`src/rtl/shift_tx_arbiter.sv`:
```
// shift_tx_arbiter: round-robin sharing of one shift_tx_fsm transmitter with ack/timeout and inter-frame gap
module shift_tx_arbiter #(
  parameter int NUM_REQ     = 4,
  parameter int FRAME_WIDTH = 10,
  parameter int TIMEOUT     = 32,
  parameter int GAP_CYCLES  = 2,
  localparam int GW         = (NUM_REQ > 1) ? $clog2(NUM_REQ) : 1
) (
  input  logic                   baud_clk,
  input  logic                   rst_n,
  input  logic [NUM_REQ-1:0]     req_valid,
  input  logic [NUM_REQ*8-1:0]   req_data,
  output logic [NUM_REQ-1:0]     req_ack,
  output logic [NUM_REQ-1:0]     req_err,
  output logic                   send_en,
  output logic [FRAME_WIDTH-1:0] data_frame,
  input  logic                   frame_sent,
  output logic                   busy,
  output logic [GW-1:0]          grant_id
);
  localparam int TW = $clog2(TIMEOUT) + 1;
  localparam int CW = $clog2(FRAME_WIDTH + GAP_CYCLES) + 1;
  localparam logic [1:0] S_IDLE = 2'd0;
  localparam logic [1:0] S_WAIT = 2'd1;
  localparam logic [1:0] S_GAP  = 2'd2;

  logic [1:0]             state_q, state_d;
  logic [GW-1:0]          ptr_q, ptr_d, grant_q, grant_d;
  logic [TW-1:0]          timer_q, timer_d;
  logic [CW-1:0]          gap_q, gap_d;
  logic [FRAME_WIDTH-1:0] frame_q, frame_d;
  logic                   send_q, send_d, busy_q;
  logic [NUM_REQ-1:0]     ack_q, ack_d, err_q, err_d;
  logic [NUM_REQ-1:0]     rot;
  logic [GW:0]            off, sum;
  logic [GW-1:0]          gsel, gnext;
  logic                   found;

  // rotate requests so bit 0 is the pointer position; lowest set bit wins
  always_comb begin
    rot   = NUM_REQ'({req_valid, req_valid} >> ptr_q);
    off   = '0;
    found = 1'b0;
    for (int k = NUM_REQ - 1; k >= 0; k--) begin
      if (rot[k]) begin
        off   = (GW+1)'(k);
        found = 1'b1;
      end
    end
    sum   = {1'b0, ptr_q} + off;
    gsel  = (sum >= (GW+1)'(NUM_REQ)) ? GW'(sum - (GW+1)'(NUM_REQ)) : GW'(sum);
    gnext = (gsel == GW'(NUM_REQ - 1)) ? '0 : gsel + 1'b1;
  end

  always_comb begin
    state_d = state_q;
    ptr_d   = ptr_q;
    grant_d = grant_q;
    timer_d = timer_q;
    gap_d   = gap_q;
    frame_d = frame_q;
    send_d  = 1'b0;
    ack_d   = '0;
    err_d   = '0;
    if (state_q == S_IDLE) begin
      if (found) begin
        frame_d = {{(FRAME_WIDTH-8){1'b1}}, req_data[gsel*8 +: 8]};
        grant_d = gsel;
        ptr_d   = gnext;
        send_d  = 1'b1;
        timer_d = '0;
        state_d = S_WAIT;
      end
    end else if (state_q == S_WAIT) begin
      timer_d = timer_q + 1'b1;
      if (frame_sent) begin
        ack_d[grant_q] = 1'b1;
        gap_d          = CW'(GAP_CYCLES);
        state_d        = S_GAP;
      end else if (timer_q == TW'(TIMEOUT - 1)) begin
        err_d[grant_q] = 1'b1;
        gap_d          = CW'(GAP_CYCLES);
        state_d        = S_GAP;
      end
    end else begin
      gap_d   = gap_q - 1'b1;
      state_d = (gap_q == CW'(1)) ? S_IDLE : S_GAP;
    end
  end

  // the transmitter has no reset, so reset opens a full-frame flush gap
  always_ff @(posedge baud_clk or negedge rst_n) begin
    if (!rst_n) begin
      state_q <= S_GAP;
      ptr_q   <= '0;
      grant_q <= '0;
      timer_q <= '0;
      gap_q   <= CW'(FRAME_WIDTH + GAP_CYCLES);
      frame_q <= '1;
      send_q  <= 1'b0;
      ack_q   <= '0;
      err_q   <= '0;
      busy_q  <= 1'b1;
    end else begin
      state_q <= state_d;
      ptr_q   <= ptr_d;
      grant_q <= grant_d;
      timer_q <= timer_d;
      gap_q   <= gap_d;
      frame_q <= frame_d;
      send_q  <= send_d;
      ack_q   <= ack_d;
      err_q   <= err_d;
      busy_q  <= (state_d != S_IDLE);
    end
  end

  assign req_ack    = ack_q;
  assign req_err    = err_q;
  assign send_en    = send_q;
  assign data_frame = frame_q;
  assign busy       = busy_q;
  assign grant_id   = grant_q;
endmodule

```
`config.mk`:
```
export PLATFORM = sky130hd
export DESIGN_NAME = shift_tx_arbiter
export DESIGN_NICKNAME = d
export VERILOG_FILES = /design/src/rtl/shift_tx_arbiter.sv
export SDC_FILE = /design/constraint.sdc
export NUM_CORES = 1
export LEC_CHECK = 0
export ABC_AREA = 1
export CAP_MARGIN = 20
export CORE_MARGIN = 2
export CORE_UTILIZATION = 40
export DETAILED_ROUTE_END_ITERATION = 6
export GPL_TIMING_DRIVEN = 1
export HOLD_SLACK_MARGIN = 0.1
export PLACE_DENSITY = 0.7
export RECOVER_POWER = 100
export SLEW_MARGIN = 30
export SYNTH_ARGS = -nofsm -noshare
export SYNTH_HDL_FRONTEND = slang
export SYNTH_SLANG_ARGS = --single-unit
```
`constraint.sdc`:
```
create_clock -name baud_clk -period 2.15 [get_ports baud_clk]
set_input_delay 0.43 -clock baud_clk [delete_from_list [all_inputs] [get_ports baud_clk]]
set_output_delay 0.43 -clock baud_clk [all_outputs]
set_load 0.1 [all_outputs]
```
Yosys cells after proc, flatten, opt, wreduce, memory -nomap -nowiden

Index checks and enable logic that the tools add are counted.

Register bits: 35
Input port bits: 39
Output and inout port bits: 22
Logic and storage cells: 67

Add/sub/neg operators: 5
$lt $le $gt $ge: 3
Equal/unequal tests: 6
Shifts and indexed selects: 2
Multiplexer cells: 33
Bitwise logic cells: 1
Reduce and logical (&&, ||, !) cells: 7

Operators with widths:

| kind                                                               | count |
|---|---|
| indexed part select 32 x 6 -> 8 bit                                | 1 |
| two-way mux 4 bit                                                  | 7 |
| two-way mux 2 bit                                                  | 9 |
| two-way mux 6 bit                                                  | 3 |
| two-way mux 5 bit                                                  | 3 |
| two-way mux 3 bit                                                  | 3 |
| right shift 8 x 2 -> 4 bit                                         | 1 |
| two-way mux 1 bit                                                  | 7 |
| adder 6 x 1 -> 6 bit (second input constant)                       | 1 |
| equality test 6 x 5 -> 1 bit (second input constant)               | 1 |
| AND reduction 2 bit                                                | 3 |
| equality test 5 x 1 -> 1 bit (second input constant)               | 1 |
| subtractor 5 x 1 -> 5 bit (second input constant)                  | 1 |
| nonzero test 2 bit                                                 | 2 |
| adder 2 x 3 -> 3 bit                                               | 1 |
| greater-or-equal comparator 3 bit (second input constant)          | 1 |
| < comparator 2 x 3 -> 1 bit (second input constant)                | 1 |
| inequality test 3 x 2 -> 1 bit (second input constant)             | 1 |
| adder 2 x 1 -> 2 bit (second input constant)                       | 1 |
| demux 1 bit (select 2 bit)                                         | 1 |
| equality test 2 x 1 -> 1 bit (second input constant)               | 1 |
| equality test 2 bit (second input constant)                        | 1 |
| greater-or-equal comparator 2 x 1 -> 1 bit (second input constant) | 1 |
| logical NOT 2 bit                                                  | 1 |
| 4 further kinds                                                    | 4 |

Depth between registers and ports, before layout

Gate-level depths: netlist (run 1).

Depth in word-level cells: 10
Depth in mapped cells: 14
Depth with buffers taken out: 14

Least setup slack after synthesis (run 1)

OpenSTA, ideal clock, no wires.

Path type: register to register
Start: reg ptr_q[1]
End: reg frame_q[0], in the netlist data_frame[0]
Setup time: 0.076 ns
Arrival: 2.072 ns
Required time: 2.074 ns
Setup slack: 0.002 ns
Stages on the path, launching flop included: 13
Buffers on the path: 3
Period minus slack after synthesis: 2.148 ns
Cells stage by stage: dfrtp_1 buf_4 inv_1 nand3_1 nand2_1 a21boi_0 ha_1 buf_4 buf_1 mux2i_1 nand2_1 nand3_1 nand2_1

Cells in the longest elaborated chain, start to end: 9
Elaborated cells on any way between the ends: 15
Those cells by class: add/sub (2); order compare (1); shift (2); mux (9); reduce/logical (1)

Ends and longest elaborated chain:

| item                                                                           | RTL line | source |
|---|---|---|
| start, declared                                                                | 28       | `logic [GW-1:0] ptr_q, ptr_d, grant_q, grant_d;` |
| start signal, assigned                                                         | 106      | `ptr_q <= ptr_d;` |
| right shift 8 x 2 -> 4 bit                                                     | 41       | `rot = NUM_REQ'({req_valid, req_valid} >> ptr_q);` |
| two-way mux 2 bit                                                              | 45       | `if (rot[k]) begin` |
| two-way mux 3 bit (3 in a row)                                                 | 45       |  |
| adder 2 x 3 -> 3 bit *                                                         | 50       | `sum = {1'b0, ptr_q} + off;` |
| greater-or-equal comparator 3 bit or subtractor 2 x 1 -> 2 bit (tied branches) | 51       | `gsel = (sum >= (GW+1)'(NUM_REQ)) ? GW'(sum - (GW+1)'(NUM_REQ)) : GW'(sum);` |
| two-way mux 2 bit *                                                            | 51       |  |
| via gsel[0]                                                                    | 36       | `logic [GW-1:0] gsel, gnext;` |
| indexed part select 32 x 6 -> 8 bit *                                          | 67       | `frame_d = {{(FRAME_WIDTH-8){1'b1}}, req_data[gsel*8 +: 8]};` |
| end signal, assigned                                                           | 110      | `frame_q <= frame_d;` |
| end, declared                                                                  | 31       | `logic [FRAME_WIDTH-1:0] frame_q, frame_d;` |

Mark *: on every way through the listed nets, which the timed path passes. The rest lies on a longest branch.
A chain may end at the register's enable or synchronous reset.

Final worst setup path (run 1)

Start: in req_valid[0]
End: reg frame_q[3], in the netlist data_frame[3]

Cells in the longest elaborated chain, start to end: 9
Elaborated cells on any way between the ends: 15
Those cells by class: add/sub (2); order compare (1); shift (2); mux (9); reduce/logical (1)

Ends and longest elaborated chain:

| item                                                                           | RTL line | source |
|---|---|---|
| start, declared                                                                | 11       | `input logic [NUM_REQ-1:0] req_valid,` |
| right shift 8 x 2 -> 4 bit *                                                   | 41       |  |
| two-way mux 2 bit                                                              | 45       |  |
| two-way mux 3 bit (3 in a row)                                                 | 45       |  |
| adder 2 x 3 -> 3 bit                                                           | 50       |  |
| greater-or-equal comparator 3 bit or subtractor 2 x 1 -> 2 bit (tied branches) | 51       |  |
| two-way mux 2 bit                                                              | 51       |  |
| indexed part select 32 x 6 -> 8 bit                                            | 67       |  |

Mark *: on every way between the ends. The rest lies on a longest branch, timed or not.

==> flow_summary.toml, run 1 <==
[synthesis]
post_synth_mux_area_share_pct = 8.23
dominant_combinational_cell_family_by_area_after_synthesis = "simple AND/OR/NAND/NOR gates"
yosys.area_share.xor_xnor_pct = 1.80
synth_compound_area_share_pct = 5.98
yosysSeqAreaShare_pct = 45.8
synth_simple_gate_area_share_pct = 28.9
yosys.cell_types.count = 33
synth_seq_cells = 35
syn-mean-instance-area_um2 = 8.72
postSynthCellCount = 223
count_of_flip_flops_with_a_built_in_enable_after_synthesis = 0
synth_flop_cell = "sky130_fd_sc_hd__dfrtp_1"
synth-warning-count = 0
synth-adder-area-share_pct = 2.57
post_syn_area_um2 = 1950
async_flop_share_pct = 100

[min_path]
hold-path-endpoint = "data_frame[6]"
holdCritPathClass = "reg2reg"
beginning_of_the_worst_hold_path = "data_frame[6]"
worstHoldPathCells = 2

[finish]
mostFrequentLayoutCell = "sky130_fd_sc_hd__nand2_1"
nets = 339
post_route_cells_drive_above_1_share_pct = 24.9
final_area_um2 = 2760
mostFrequentLayoutCells = "sky130_fd_sc_hd__nand2_1, sky130_fd_sc_hd__clkdlybuf4s50_1, sky130_fd_sc_hd__nand3_1, sky130_fd_sc_hd__dfrtp_1, sky130_fd_sc_hd__clkbuf_2"
antenna_cells = 0
area_growth_syn_to_layout_pct = 41.8

[global_route]
grtUsageTotal_pct = 16.6
global_route_wire_length_before_repair_um = 7130
gr-total-overflow = 0
number_of_antenna_violations_at_the_first_check_in_global_routing = 0
first_global_vias = 1628
grt_max_degree = 36

[clock_tree]
hold_buffers = 0
clk_transition_reported_paths_ns = 0.07
cts_sinks = 35
cts.path.max_buffers = 2
number_of_buffers_created_by_cts = 5
cts_tree = "done"
clockRootBuffer = "sky130_fd_sc_hd__clkbuf_8"
worst_skew_late_latency_ns = 0.28
h-tree-depth = 2

[placement]
io_buffers = 58
final_gp_congestion = 0.837
placedInstanceArea_um2 = 2590
detailedPlacementHpwl_um = 3200

[timing]
final.setup_skew_ns = 0.00492
min_period_ns = 2.04
finalSetupViolCount = 0
final-max-slew-violation-count = 0
achievable-frequency_mhz = 490
timing_worst_slew_pin_value_ns = 0.846
fin_crit_sh_pct = 94.8
timing.final.hold_violations = 0
timing.max_slew.rel_slack_pct = 43.6

[run]
max_cap_violations = 0

[routing]
initialDrtViolationCount = 62
route.detailed.drc = 0
drt_pre_antenna_iters = 4
drtAntennaViolNets = 0
vias = 1698
wl_um = 4350
viasPerCell = 4.84
wire_per_inst_um = 12.4

[worst_setup_path]
crit-reg2reg-capture = "data_frame[3]"
reg2reg_depth = 13
critPathKind = "in2reg"
timing.reg2reg.setup_slack_ns = 0.18
crit-reg2reg-launch = "ptr_q[0]"
cp.arrival_ns = 2.26
worst_setup_path_start_kind = "primary input"
startpoint = "req_valid[0]"
worstSetupEndpointType = "flip-flop"
critPathMaxFanout = 6
cp.required_ns = 2.37

[floorplan]
floorplan.rows = 25
design.die.area_um2 = 5440
die-width_um = 73.7
ioPinCount = 61
start_util_pct = 41.5
die_height_um = 73.7
coreArea_um2 = 4690

[outcome]
status = "complete, no violations"
-- registers in the layout, indices dropped and copies added (netlist names) --
signal	cells
grant_id	2
send_en	1
req_ack	4
gap_q	5
state_q	2
busy	1
timer_q	6
req_err	4
data_frame	8
ptr_q	2
-- cell type report --
type | instances | area [um2]
inverter | 19 | 71.3
clock buffer | 6 | 72.6
fill | 427 | 1930
tap | 54 | 67.6
sequential | 35 | 892
multi-input combinational | 164 | 986
clock inverter | 2 | 60.1
timing repair buffer | 71 | 609
-- repair_timing --
item	CTS	global route
resized for setup	0	12
endpoints found under the hold margin	0	0
setup buffers	0	1
endpoints found under the setup margin	0	10
-- worst max-delay path, cell delays in order --
cell and delay, ns:
sky130_fd_sc_hd__clkdlybuf4s50_1 0.43, sky130_fd_sc_hd__nand2_1 0.10, sky130_fd_sc_hd__nand3_1 0.08, sky130_fd_sc_hd__nand2_2 0.08, sky130_fd_sc_hd__nand3_1 0.09, sky130_fd_sc_hd__a21boi_2 0.20
sky130_fd_sc_hd__ha_4 0.16, sky130_fd_sc_hd__xor2_2 0.17, sky130_fd_sc_hd__nand2_2 0.15, sky130_fd_sc_hd__buf_6 0.16, sky130_fd_sc_hd__nand3_1 0.06, sky130_fd_sc_hd__nand3_1 0.08
sky130_fd_sc_hd__nand2_1 0.07
-- synth_stat cells, types with 3 or more instances --
master | number | area (um2)
sky130_fd_sc_hd__nand2_1 | 57 | 214
sky130_fd_sc_hd__nor3_1 | 3 | 15.0
sky130_fd_sc_hd__a21oi_1 | 3 | 15.0
sky130_fd_sc_hd__ha_1 | 4 | 50.1
sky130_fd_sc_hd__nor4_1 | 5 | 31.3
sky130_fd_sc_hd__nand2_2 | 4 | 25.0
sky130_fd_sc_hd__dfstp_2 | 12 | 315
sky130_fd_sc_hd__dfrtp_1 | 23 | 576
sky130_fd_sc_hd__nor2_1 | 9 | 33.8
sky130_fd_sc_hd__inv_1 | 16 | 60.1
sky130_fd_sc_hd__nand3_1 | 28 | 140
sky130_fd_sc_hd__nand3_2 | 3 | 30.0
sky130_fd_sc_hd__o21ai_0 | 8 | 40.0
sky130_fd_sc_hd__mux2i_1 | 16 | 160
sky130_fd_sc_hd__buf_4 | 4 | 30.0
sky130_fd_sc_hd__xor2_1 | 4 | 35.0
-- how the worst max path moves through the flow --
stage	to	slack, ns	cells after the start
floorplan	data_frame[0]	0.002	12
global placement	ptr_q[1]	-0.23	14
detailed placement	grant_id[1]	-0.30	12
CTS	grant_id[1]	0.004	12
global route	data_frame[3]	-0.04	13
finish	data_frame[3]	0.11	13
-- stage by stage --
| stage | std cells | utilization, % | hold slack [ns] | TNS, ns | worst slack (ns) |
|---|---|---|---|---|---|
| 2_1_floorplan | 224 | - | 0.134 | 0 | 0.00181 |
| 3_3_place_gp | 340 | 55.1 | 0.458 | -2.07 | -0.232 |
| 3_5_place_dp | 340 | 55.1 | 0.457 | -2.72 | -0.296 |
| 4_1_cts | 348 | 57.9 | 0.469 | 0 | 0.00436 |
| 5_1_grt | 351 | 58.8 | 0.485 | -0.205 | -0.0397 |
| 6_report | 351 | 58.8 | 0.467 | 0 | 0.111 |
-- cells by family after synthesis --
group,count (synthesis)
AO/OA/AOI/OAI,19
AND/OR/NAND/NOR,118
XOR/XNOR,4
multiplexers,16
other,1
adder cells (fa/ha/maj),4
buffers and inverters,26
flip-flops,35
-- layer usage --
layer	track usage (%)	vias to the layer above	routed length (um)
li1	-	888	-
met1	21.2	763	2030
met2	27.8	41	2070
met3	4.53	6	187
met4	4.44	0	60
met5	0	-	0
Power of run 1 is not shown: default switching activity piles up to over one toggle a cycle in this logic, so the estimate is an artifact.
==> run 2: changes to the inputs <==
--- a/config.mk
+++ b/config.mk
@@ -8,12 +8,14 @@
 export ABC_AREA = 1
 export CAP_MARGIN = 20
 export CORE_MARGIN = 2
-export CORE_UTILIZATION = 40
+export CORE_UTILIZATION = 42
 export DETAILED_ROUTE_END_ITERATION = 6
 export GPL_TIMING_DRIVEN = 1
 export HOLD_SLACK_MARGIN = 0.1
-export PLACE_DENSITY = 0.7
+export MAX_ROUTING_LAYER = met4
+export PLACE_DENSITY = 0.73
 export RECOVER_POWER = 100
+export SKIP_LAST_GASP = 1
 export SLEW_MARGIN = 30
 export SYNTH_ARGS = -nofsm -noshare
 export SYNTH_HDL_FRONTEND = slang
==> run 2 against run 1 <==
Effect of this change: hold slack improved by 0.00074 ns; first-iteration DRC count rose by 26%; sequential share of layout area rose by 0.059 points; setup slack got worse by 0.082 ns; clock-buffer cell count rose by 2; non-clock buffer count did not move; critical path depth fell by 2; wire length rose by 8.3%; flip-flop and latch count did not move; final cell count fell by 0.57%.
==> flow_summary.toml, run 2 (synthesis results as in run 1) <==
[global_route]
grtUsageTotal_pct = 18.9
grt_max_degree = 36
number_of_antenna_violations_at_the_first_check_in_global_routing = 0
global_route_wire_length_before_repair_um = 7510
gr-total-overflow = 0
first_global_vias = 1702

[clock_tree]
cts_tree = "done"
cts_sinks = 35
clk_transition_reported_paths_ns = 0.07
h-tree-depth = 2
hold_buffers = 0
worst_skew_late_latency_ns = 0.28
number_of_buffers_created_by_cts = 5
clockRootBuffer = "sky130_fd_sc_hd__clkbuf_8"
cts.path.max_buffers = 2

[worst_setup_path]
reg2reg_depth = 11
critPathMaxFanout = 5
cp.arrival_ns = 2.34
critPathKind = "in2reg"
worst_setup_path_start_kind = "primary input"
worstSetupEndpointType = "flip-flop"
startpoint = "req_valid[3]"
cp.required_ns = 2.37
crit-reg2reg-launch = "ptr_q[0]"

[min_path]
worstHoldPathCells = 2
beginning_of_the_worst_hold_path = "data_frame[5]"
holdCritPathClass = "reg2reg"

[finish]
utilization_pct = 62.4
antenna_cells = 0
largest_register_ffs = 8
n_fill_cell = 393
post_route_cells_drive_above_1_share_pct = 26.6
nets = 339
final_area_um2 = 2750
mostFrequentLayoutCell = "sky130_fd_sc_hd__nand2_1"
area_growth_syn_to_layout_pct = 41.5
mostFrequentLayoutCells = "sky130_fd_sc_hd__nand2_1, sky130_fd_sc_hd__clkdlybuf4s50_1, sky130_fd_sc_hd__nand3_1, sky130_fd_sc_hd__dfrtp_1, sky130_fd_sc_hd__clkbuf_2"

[routing]
wl_um = 4710
route.detailed.drc = 0
initialDrtViolationCount = 78
viasPerCell = 5.15
drtAntennaViolNets = 0
drt_pre_antenna_iters = 4
wire_per_inst_um = 13.5
vias = 1797

[outcome]
status = "complete, no violations"

[timing]
achievable-frequency_mhz = 472
fin_crit_sh_pct = 98.6
final-max-slew-violation-count = 0
min_period_ns = 2.12
final.setup_skew_ns = 0.00234
timing_worst_slew_pin_value_ns = 0.846
fin_tns_setup_ns = 0
finalSetupViolCount = 0
hold_slack_ns = 0.467
timing.final.hold_violations = 0
timing.max_slew.rel_slack_pct = 43.6

[placement]
final_gp_congestion = 0.900
detailedPlacementHpwl_um = 3270
placedInstanceArea_um2 = 2570
io_buffers = 58

[floorplan]
design.die.area_um2 = 5190
floorplan.rows = 24
die_height_um = 72.1
coreArea_um2 = 4410
start_util_pct = 44.1
die-width_um = 72.1
ioPinCount = 61

[run]
max_cap_violations = 0
-- run 2: worst paths after layout --
| check | end | slack (ns) |
|---|---|---|
| worst min-delay path | data_frame[5] | 0.47 |
| max in group asynchronous | ptr_q[0] | 0.79 |
| worst max-delay path | data_frame[2] | 0.03 |
| min in group asynchronous | req_err[1] | 0.78 |
| worst min register to register | data_frame[5] | 0.47 |
| worst max register to register | data_frame[2] | 0.08 |
-- run 2: cell type report --
cell class              instances  area (um2)  share of cell area [%]
flip-flops and latches         35         892                    32.4
well taps                      52        65.1                    2.36
clock buffers                   8         100                    3.63
repair buffers                 71         628                    22.8
inverters                      19        71.3                    2.59
multi-input cells             164         997                    36.2
-- run 2: layer usage --
| metal | vias to the layer above | global-route usage [%] | routed length, um |
|---|---|---|---|
| met5 | - | - | 0 |
| met4 | 0 | 5.87 | 130 |
| met3 | 14 | 4.58 | 231 |
| met2 | 56 | 32.3 | 2410 |
| met1 | 842 | 21.8 | 1930 |
| li1 | 885 | - | - |
-- run 2: repair_timing --
item | 4_1_cts | 5_1_grt
gates resized for setup | 0 | 19
setup endpoints to repair | 0 | 10
setup buffers | 0 | 2
-- run 2: critical path: stages --
cell	delay (ns)
sky130_fd_sc_hd__clkdlybuf4s50_1	0.49
sky130_fd_sc_hd__nand2_2	0.07
sky130_fd_sc_hd__nand3_1	0.07
sky130_fd_sc_hd__nand2_1	0.08
sky130_fd_sc_hd__a21boi_1	0.14
sky130_fd_sc_hd__ha_2	0.41
sky130_fd_sc_hd__buf_12	0.15
sky130_fd_sc_hd__mux2i_4	0.23
sky130_fd_sc_hd__nand3_1	0.10
sky130_fd_sc_hd__nand3_1	0.09
sky130_fd_sc_hd__nand2_1	0.06
-- run 2: metrics by stage --
step / cells / setup slack, ns
2_1_floorplan: 224 / 0.00181
3_3_place_gp: 336 / -0.233
3_5_place_dp: 336 / -0.293
4_1_cts: 344 / 0.00855
5_1_grt: 349 / -0.0332
6_report: 349 / 0.0294
Power of run 2 is left out for the same reason.
==> run 3: changes to the inputs <==
--- a/config.mk
+++ b/config.mk
@@ -16,7 +16,6 @@
 export PLACE_DENSITY = 0.73
 export RECOVER_POWER = 100
 export SKIP_LAST_GASP = 1
-export SLEW_MARGIN = 30
 export SYNTH_ARGS = -nofsm -noshare
 export SYNTH_HDL_FRONTEND = slang
 export SYNTH_SLANG_ARGS = --single-unit
==> results of run 3 <==
No change in the layout: final DEF, timing and power equal those of run 2.
Power of run 3 is left out for the same reason.
